===== src/rtl/dmem_pkg.sv =====
`default_nettype none
// ============================================================================
//  Module   : dmem_pkg
//  Brief    : Shared types and constants for the data-memory arbiter slice
//  Revision : 1.0 - initial release
// ============================================================================
package dmem_pkg;

   // Arbiter sequencing states
   typedef enum logic [0:0] {
      IDLE = 1'b0,
      BUSY = 1'b1
   } state_e;

   // Requester identities; encoding doubles as the request-vector index
   typedef enum logic [0:0] {
      CPU = 1'b0,
      DBG = 1'b1
   } req_e;

   // Legal memory latency range and the counter width that covers it
   localparam int c_MEM_LAT_MIN = 1;
   localparam int c_MEM_LAT_MAX = 15;
   localparam int c_LAT_W       = 4;

   function automatic bit lat_legal(input int lat);
      return (lat >= c_MEM_LAT_MIN) && (lat <= c_MEM_LAT_MAX);
   endfunction

endpackage
`default_nettype wire


===== src/rtl/dmem_arbiter_rr_arb2.sv =====
`default_nettype none
// ============================================================================
//  Module   : rr_arb2
//  Brief    : Two-input round-robin grant; remembers the last winner and
//             favours the other requester on a tie
//  Revision : 1.0 - initial release
// ============================================================================
module rr_arb2
   import dmem_pkg::*;
(
   input  logic       clk_i,
   input  logic       rst_i,       // asynchronous, active-low
   input  logic [1:0] req_i,       // [0] CPU, [1] DBG
   input  logic       update_i,    // grant accepted this cycle
   output logic       gnt_valid_o,
   output req_e       gnt_o
);

   req_e r_last;

   // Winner selection: a lone requester wins, a tie goes to the one not served last
   always_comb begin
      gnt_o = CPU;
      if (req_i[0] && req_i[1]) begin
         gnt_o = (r_last == DBG) ? CPU : DBG;
      end else if (req_i[1]) begin
         gnt_o = DBG;
      end
   end

   assign gnt_valid_o = |req_i;

   // Remember the most recent accepted grant; reset favours the CPU on the first tie
   always_ff @(posedge clk_i or negedge rst_i) begin
      if (!rst_i) begin
         r_last <= DBG;
      end else if (update_i && gnt_valid_o) begin
         r_last <= gnt_o;
      end
   end

endmodule
`default_nettype wire


===== src/rtl/dmem_arbiter.sv =====
`default_nettype none
// ============================================================================
//  Module   : dmem_arbiter
//  Brief    : Serialises CPU MEM-stage and debug/loader accesses onto a
//             single-port data memory with fixed latency MEM_LAT.
//             Optional DMEM_ARB_PERF_EN adds saturating stall/grant counters.
//  Revision : 1.0 - initial release
// ============================================================================
module dmem_arbiter
   import dmem_pkg::*;
#(
   parameter int ADDR_W  = 32,
   parameter int DATA_W  = 32,
   parameter int MEM_LAT = 2,
   parameter int CNT_W   = 16
) (
   input  logic              clk_i,
   input  logic              rst_i,        // asynchronous, active-low
   input  logic              cpu_req_i,
   input  logic              cpu_we_i,
   input  logic [ADDR_W-1:0] cpu_addr_i,
   input  logic [DATA_W-1:0] cpu_wdata_i,
   output logic [DATA_W-1:0] cpu_rdata_o,
   output logic              cpu_done_o,
   output logic              cpu_stall_o,
   input  logic              dbg_req_i,
   input  logic              dbg_we_i,
   input  logic [ADDR_W-1:0] dbg_addr_i,
   input  logic [DATA_W-1:0] dbg_wdata_i,
   output logic [DATA_W-1:0] dbg_rdata_o,
   output logic              dbg_done_o,
   output logic              mem_en_o,
   output logic              mem_we_o,
   output logic [ADDR_W-1:0] mem_addr_o,
   output logic [DATA_W-1:0] mem_wdata_o,
   input  logic [DATA_W-1:0] mem_rdata_i
`ifdef DMEM_ARB_PERF_EN
   ,
   output logic [CNT_W-1:0]  perf_stall_o,
   output logic [CNT_W-1:0]  perf_cpu_grant_o,
   output logic [CNT_W-1:0]  perf_dbg_grant_o
`endif
);

   localparam logic [c_LAT_W-1:0] c_LAT_LOAD = c_LAT_W'(MEM_LAT);
   localparam logic [c_LAT_W-1:0] c_LAT_LAST = c_LAT_W'(1);

   generate
      if (!lat_legal(MEM_LAT)) begin : g_lat_check
         $error("dmem_arbiter: MEM_LAT out of range 1..15");
      end
   endgenerate

   state_e             r_state;
   req_e               r_owner;
   logic [c_LAT_W-1:0] r_lat_cnt;
   logic               w_gnt_valid;
   req_e               w_gnt;
   logic               w_issue;

   rr_arb2 u_arb (
      .clk_i       (clk_i),
      .rst_i       (rst_i),
      .req_i       ({dbg_req_i, cpu_req_i}),
      .update_i    (w_issue),
      .gnt_valid_o (w_gnt_valid),
      .gnt_o       (w_gnt)
   );

   assign w_issue     = (r_state == IDLE) && w_gnt_valid;
   assign cpu_stall_o = cpu_req_i & ~cpu_done_o;

   // Access sequencer: issue in IDLE, count down latency in BUSY, capture and pulse done
   always_ff @(posedge clk_i or negedge rst_i) begin
      if (!rst_i) begin
         r_state     <= IDLE;
         r_owner     <= CPU;
         r_lat_cnt   <= '0;
         mem_en_o    <= 1'b0;
         mem_we_o    <= 1'b0;
         mem_addr_o  <= '0;
         mem_wdata_o <= '0;
         cpu_rdata_o <= '0;
         dbg_rdata_o <= '0;
         cpu_done_o  <= 1'b0;
         dbg_done_o  <= 1'b0;
      end else begin
         cpu_done_o <= 1'b0;
         dbg_done_o <= 1'b0;
         case (r_state)
            IDLE: begin
               if (w_issue) begin
                  r_owner   <= w_gnt;
                  mem_en_o  <= 1'b1;
                  r_lat_cnt <= c_LAT_LOAD;
                  r_state   <= BUSY;
                  if (w_gnt == DBG) begin
                     mem_we_o    <= dbg_we_i;
                     mem_addr_o  <= dbg_addr_i;
                     mem_wdata_o <= dbg_wdata_i;
                  end else begin
                     mem_we_o    <= cpu_we_i;
                     mem_addr_o  <= cpu_addr_i;
                     mem_wdata_o <= cpu_wdata_i;
                  end
               end
            end
            BUSY: begin
               // Enable is a single-cycle issue strobe; operands stay put
               mem_en_o  <= 1'b0;
               r_lat_cnt <= r_lat_cnt - 1'b1;
               if (r_lat_cnt == c_LAT_LAST) begin
                  r_state <= IDLE;
                  if (r_owner == DBG) begin
                     dbg_done_o <= 1'b1;
                     if (!mem_we_o) dbg_rdata_o <= mem_rdata_i;
                  end else begin
                     cpu_done_o <= 1'b1;
                     if (!mem_we_o) cpu_rdata_o <= mem_rdata_i;
                  end
               end
            end
            default: r_state <= IDLE;
         endcase
      end
   end

`ifdef DMEM_ARB_PERF_EN
   localparam logic [CNT_W-1:0] c_CNT_MAX = '1;

   logic [CNT_W-1:0] r_perf_stall;
   logic [CNT_W-1:0] r_perf_cpu;
   logic [CNT_W-1:0] r_perf_dbg;

   // Saturating counters for stall cycles and per-requester grants
   always_ff @(posedge clk_i or negedge rst_i) begin
      if (!rst_i) begin
         r_perf_stall <= '0;
         r_perf_cpu   <= '0;
         r_perf_dbg   <= '0;
      end else begin
         if (cpu_stall_o && (r_perf_stall != c_CNT_MAX))
            r_perf_stall <= r_perf_stall + 1'b1;
         if (w_issue && (w_gnt == CPU) && (r_perf_cpu != c_CNT_MAX))
            r_perf_cpu <= r_perf_cpu + 1'b1;
         if (w_issue && (w_gnt == DBG) && (r_perf_dbg != c_CNT_MAX))
            r_perf_dbg <= r_perf_dbg + 1'b1;
      end
   end

   assign perf_stall_o     = r_perf_stall;
   assign perf_cpu_grant_o = r_perf_cpu;
   assign perf_dbg_grant_o = r_perf_dbg;
`endif

endmodule
`default_nettype wire


===== config.mk =====
export PLATFORM = sky130hd
export DESIGN_NAME = dmem_arbiter
export DESIGN_NICKNAME = d
export VERILOG_FILES = /design/src/rtl/dmem_pkg.sv /design/src/rtl/dmem_arbiter_rr_arb2.sv /design/src/rtl/dmem_arbiter.sv
export SDC_FILE = /design/constraint.sdc
export NUM_CORES = 1
export LEC_CHECK = 0
export BUFFER_PORTS_ARGS = -buffer_cell sky130_fd_sc_hd__buf_4
export CAP_MARGIN = 20
export CORE_MARGIN = 2
export CORE_UTILIZATION = 35
export CTS_CLUSTER_SIZE = 20
export DETAILED_ROUTE_END_ITERATION = 6
export SYNTH_ARGS = -nofsm -noshare
export SYNTH_HDL_FRONTEND = slang
export SYNTH_SLANG_ARGS = --single-unit
export TNS_END_PERCENT = 30

===== constraint.sdc =====
create_clock -name clk_i -period 2.69 [get_ports clk_i]
set_input_delay 0.1345 -clock clk_i [delete_from_list [all_inputs] [get_ports clk_i]]
set_output_delay 0.1345 -clock clk_i [all_outputs]
set_load 0.03 [all_outputs]

After elaboration in Yosys (flattened, before gate mapping):

Index checks and enable logic that the tools add are counted.

* add/subtract/negate cells: 1
* equality and inequality tests: 2
* multiplexer cells: 19
* bitwise logic cells: 5
* reductions and logical operators: 7

Operators by type and width (number)
* 2-to-1 mux 32 bit: 2
* 2-to-1 mux 1 bit: 13
* one-hot mux 4 bit (2 select lines): 1
* AND reduction 4 bit: 2
* equality test 4 x 1 -> 1 bit, second input constant: 1
* 2-to-1 mux 4 bit: 1
* NOT 1 bit: 4
* one-hot mux 1 bit (2 select lines): 2
* subtractor 4 x 1 -> 4 bit, second input constant: 1
* logical AND 1 bit: 3
* != test 2 x 1 -> 1 bit, second input constant: 1
* AND reduction 2 bit: 1
* OR reduction 2 bit: 1
* AND 1 bit: 1

* register bits after elaboration: 139
* input port bits: 166
* word-level logic and storage cells: 46

Depth between registers and ports, before layout:

* word-level depth: 4
* mapped depth: 7
* gate-level depth less buffers: 5

Modules after synthesis:

Synthesis repeated with hierarchy kept, for this count alone.

* cell total of the unflattened synthesis: 463
* area, all modules: 5926.9 um^2

Modules (own cells, without submodules)
* dmem_arbiter: instances 1, cells an instance 458, area each 5875.6 um^2, seq. area each 3453.3 um^2
* rr_arb2: instances 1, cells an instance 5, area each 51.3 um^2, seq. area each 26.3 um^2

Worst setup path after synthesis:

Ideal clock, no wire load.

* kind: register to register
* start point: reg r_lat_cnt[0]
* end point: reg cpu_rdata_o[0]
* setup time: 125 ps
* arrival time: 1435 ps
* required time: 2565 ps
* setup slack: 1130 ps
* cell stages (with the launch flop): 6
* path buffers: 1
* path through: dfrtp_1 -> ha_1 -> and4bb_2 -> nand2_2 -> buf_6 -> mux2_2

* cells in the longest elaborated chain, start to end: 2

RTL lines
* start, declared: RTL line dmem_arbiter.sv:56 `logic [c_LAT_W-1:0] r_lat_cnt;`
* start signal, assigned: RTL line dmem_arbiter.sv:95 `r_lat_cnt <= c_LAT_LOAD;`
* start signal, assigned: RTL line dmem_arbiter.sv:111 `r_lat_cnt <= r_lat_cnt - 1'b1;`
* equality test 4 x 1 -> 1 bit: RTL line dmem_arbiter.sv:112 `if (r_lat_cnt == c_LAT_LAST) begin`
* AND reduction 4 bit (no source line)
* end signal, assigned: RTL line dmem_arbiter.sv:119 `if (!mem_we_o) cpu_rdata_o <= mem_rdata_i;`
* end, declared: RTL line dmem_arbiter.sv:23 `output logic [DATA_W-1:0] cpu_rdata_o,`

Every way passes these cells.
A chain may end at the register's enable or synchronous reset.

Final worst setup path:

* start point: reg r_state
* end point: reg mem_addr_o[0]

* cells in the longest elaborated chain, start to end: 3

RTL lines
* start, declared: RTL line dmem_arbiter.sv:54 `state_e r_state;`
* start signal, assigned: RTL line dmem_arbiter.sv:76 `r_state <= IDLE;`
* start signal, assigned: RTL line dmem_arbiter.sv:96 `r_state <= BUSY;`
* start signal, assigned: RTL line dmem_arbiter.sv:113 `r_state <= IDLE;`
* NOT 1 bit (no source line) *
* logical AND 1 bit: RTL line dmem_arbiter.sv:70 `assign w_issue = (r_state == IDLE) && w_gnt_valid;`
* AND reduction 2 bit (no source line) *
* end signal, assigned: RTL line dmem_arbiter.sv:99 `mem_addr_o <= dbg_addr_i;`
* end signal, assigned: RTL line dmem_arbiter.sv:103 `mem_addr_o <= cpu_addr_i;`
* end, declared: RTL line dmem_arbiter.sv:34 `output logic [ADDR_W-1:0] mem_addr_o,`

Every way passes the cells marked *; elsewhere a longest branch is shown, timed or not.

==> flow_metrics.env <==
export IMPL_grt_overflow=0
export IMPL_critPathArrivalTime_ns=2.64
export IMPL_dp_hpwl_um=12900
export IMPL_tns_ns=0
export IMPL_crit_path_max_incr_delay_ns=0.59
export IMPL_utilization=0.637
export IMPL_status="complete, no violations"
export IMPL_htree_num_levels=4
export IMPL_vias=5690
export IMPL_finalNetCount=1151
export IMPL_num_io_pins=299
export IMPL_grt_pass1_vias=6036
export IMPL_syn_to_final_growth_pct=78.7
export IMPL_ir_drop_mv=0.726
export IMPL_worst_path_max_fanout=36
export IMPL_ctsResizeCount=0
export IMPL_cts_made_buffers=17
export IMPL_holdWs_ns=0.0238
export IMPL_drc_errors=0
export IMPL_post_drt_wl_per_cell_um=16.0
export IMPL_grt_usage=0.218
export IMPL_rr_worst_depth=5
export IMPL_period_share=0.857
export IMPL_core_area_sq_mm=0.0165
export IMPL_critPathRequiredTime_ns=3.03
export IMPL_synth_top_area_frac=0.586
export IMPL_clock_latency_ns=0.41
export IMPL_fin_crit_ns=2.30
export IMPL_setup_violations=0
export IMPL_grt_max_degree=83
export IMPL_min_path_type="in2reg"
export IMPL_numClockSinks=139
export IMPL_hold_buffers=160
export IMPL_synthTopCellsByArea="dfrtp_1 59%, nand2_1 8.5%, mux2_4 7.6%"
export IMPL_min_delay_path_depth=3
export IMPL_rsz0062_at_grt="false"
export IMPL_n_antenna_cell=0
export IMPL_fmaxAchievable_mhz=434
export IMPL_gp_congestion=0.819
export IMPL_start_util=0.357
export IMPL_cp_slowest_cell="o21ba_4"
export IMPL_slew_headroom=0.444
export IMPL_ys_warn_count=0
export IMPL_finalMaxSlewViolations=0
export IMPL_clkTransAtPathRegs_ns=0.06
export IMPL_synth_edf_count=0
export IMPL_antenna_found_initial=0
export IMPL_clock_path_buffers=2
export IMPL_path_cells="o21ba_4 -> buf_4 -> nor2_1 -> a31oi_1 -> dlygate4sd3_1"
export IMPL_start_kind="register"
export IMPL_path_class="reg2reg"
export IMPL_fp_dieH_um=134
export IMPL_netlist_instances=536
export IMPL_syn_nets=704
export IMPL_dieArea_sq_mm=0.0179
export IMPL_cts_tree="built"
export IMPL_hold_viol=0
export IMPL_yosysUniqueCellTypes=29
export IMPL_drtAntennaViolNets=0
export IMPL_syn_cell_area_sq_mm=0.00590
export IMPL_synth_seq_area_share=0.590
export IMPL_worstMarginPinSlew_ns=0.831
export IMPL_cts_root_buf="clkbuf_16"
export IMPL_drt_vias_per_instance=4.68
export IMPL_cap_violations=0
export IMPL_yosys_most_used_dff="dfrtp_1"
export IMPL_postCtsSetupBuffers=0
export IMPL_fill_cells=1277
export IMPL_syn_area_per_cell_sq_um=11.0
export IMPL_async_reset_ff_frac=1.00
export IMPL_skew_ns=0.00839
export IMPL_drt_initial_drc_count=239
export IMPL_port_buffer_count=298
export IMPL_grt_pass1_wl_um=30800
export IMPL_first_pass_iters=4
export IMPL_worstSetupEndpointType="register"
export IMPL_wirelength_um=19500
export IMPL_die_w_um=134
export IMPL_ys_seq_elements=139
export IMPL_p_leak_nw=5.02
export IMPL_fp_row_count=47
export IMPL_powerDensity_mw_per_mm2=1270
export IMPL_final_layout_size_suffix_gt1_frac=0.401
export IMPL_synth_top_cell_by_area="dfrtp_1"
per-layer routing:
layer / part of all wire / global-route usage / vias up / routed length [um]
met5: 0 / 0 / - / 0
met2: 0.49 / 0.381 / 254 / 9620
li1: - / - / 2717 / -
met1: 0.41 / 0.257 / 2696 / 7930
met4: 0.021 / 0.0792 / 0 / 408
met3: 0.079 / 0.0627 / 23 / 1530
logic make-up (layout without fill, tap and decap cells):
group / count (synthesis) / count (layout) / share of synthesized area
compound gates: 76 / 76 / 0.0813
simple gates: 214 / 214 / 0.144
buf+inv: 41 / 501 / 0.0386
fa+ha+maj: 2 / 2 / 0.00424
mux: 64 / 64 / 0.141
flops: 139 / 139 / 0.590
area by class of cell:
class,instances,area [sq um],area share
clock inverters,13,166,0.0158
clock buffers,19,433,0.0411
inverters,4,15.0,0.00143
flip-flops and latches,139,3480,0.330
multi-input cells,356,2210,0.209
repair buffers,465,3960,0.376
well taps,220,275,0.0261
state kept, by name, summed over array words and instances, names as in the netlist, 4 cells and up:
| register | flops |
|---|---|
| mem_wdata_o | 32 |
| cpu_rdata_o | 32 |
| r_lat_cnt | 4 |
| mem_addr_o | 32 |
| dbg_rdata_o | 32 |
cell usage in the layout, fill, tap and decap left out, drive strengths merged:
master,n
o211ai,1
nor2,68
dfstp,1
a31oi,66
clkinv,5
nor4,1
and4bb,1
mux2,64
inv,6
nor2b,2
ha,2
nor3,3
o21ba,1
o22ai,1
nand3b,2
bufinv,3
o21ai,3
dlygate4sd3,160
and2,2
a21bo,1
buf,305
nand2,135
a21boi,1
dfrtp,138
clkinvlp,3
a21oi,2
clkbuf,19
power by group:
part	total, W	switching (W)	internal, W	leakage (nW)
clock network	0.00237	0.000904	0.00146	0.284
registers	0.00388	0.000706	0.00317	1.59
logic	0.00713	0.00376	0.00337	3.15
total	0.0134	0.00537	0.00800	5.02
metrics by stage:
step                cells  worst slack, ns  cell area [sq um]  total power, W
floorplan             536             1.13               5900         0.00749
global placement     1024            0.633               8330         0.00982
detailed placement   1024            0.603               8330         0.00996
CTS                  1216            0.490              10500          0.0134
global route         1216            0.283              10500          0.0141
finish               1216            0.386              10500          0.0134
final timing paths:
path | from | endpoint | slack, ns
worst max-delay path | r_state | mem_addr_o[0] | 0.39
worst min-delay path | dbg_req_i | mem_en_o | 0.02
worst max register to register | r_state | mem_addr_o[0] | 0.39
worst min register to register | cpu_rdata_o[29] | cpu_rdata_o[29] | 0.49
max in group asynchronous | rst_i | dbg_rdata_o[13] | 1.47
min in group asynchronous | rst_i | dbg_rdata_o[10] | 0.36
worst max-delay path, delay by kind of cell (launching register included):
kind	cells	cell delay, ns
AO/OA/AOI/OAI	2	0.76
buffers and inverters	2	0.89
flip-flops	1	0.51
AND/OR/NAND/NOR	1	0.07
Yosys cell counts, types with 2 or more instances:
cell	n
dfrtp_1	138
a21oi_1	2
o21ai_0	3
inv_1	4
buf_6	6
mux2_2	27
mux2_1	7
mux2_4	30
a31oi_1	66
ha_1	2
nand2_1	134
and2_1	2
clkbuf_1	8
nor2_1	68
buf_2	22
nor3_1	3
nor2b_1	2
Power figures use the tool's default switching activity.
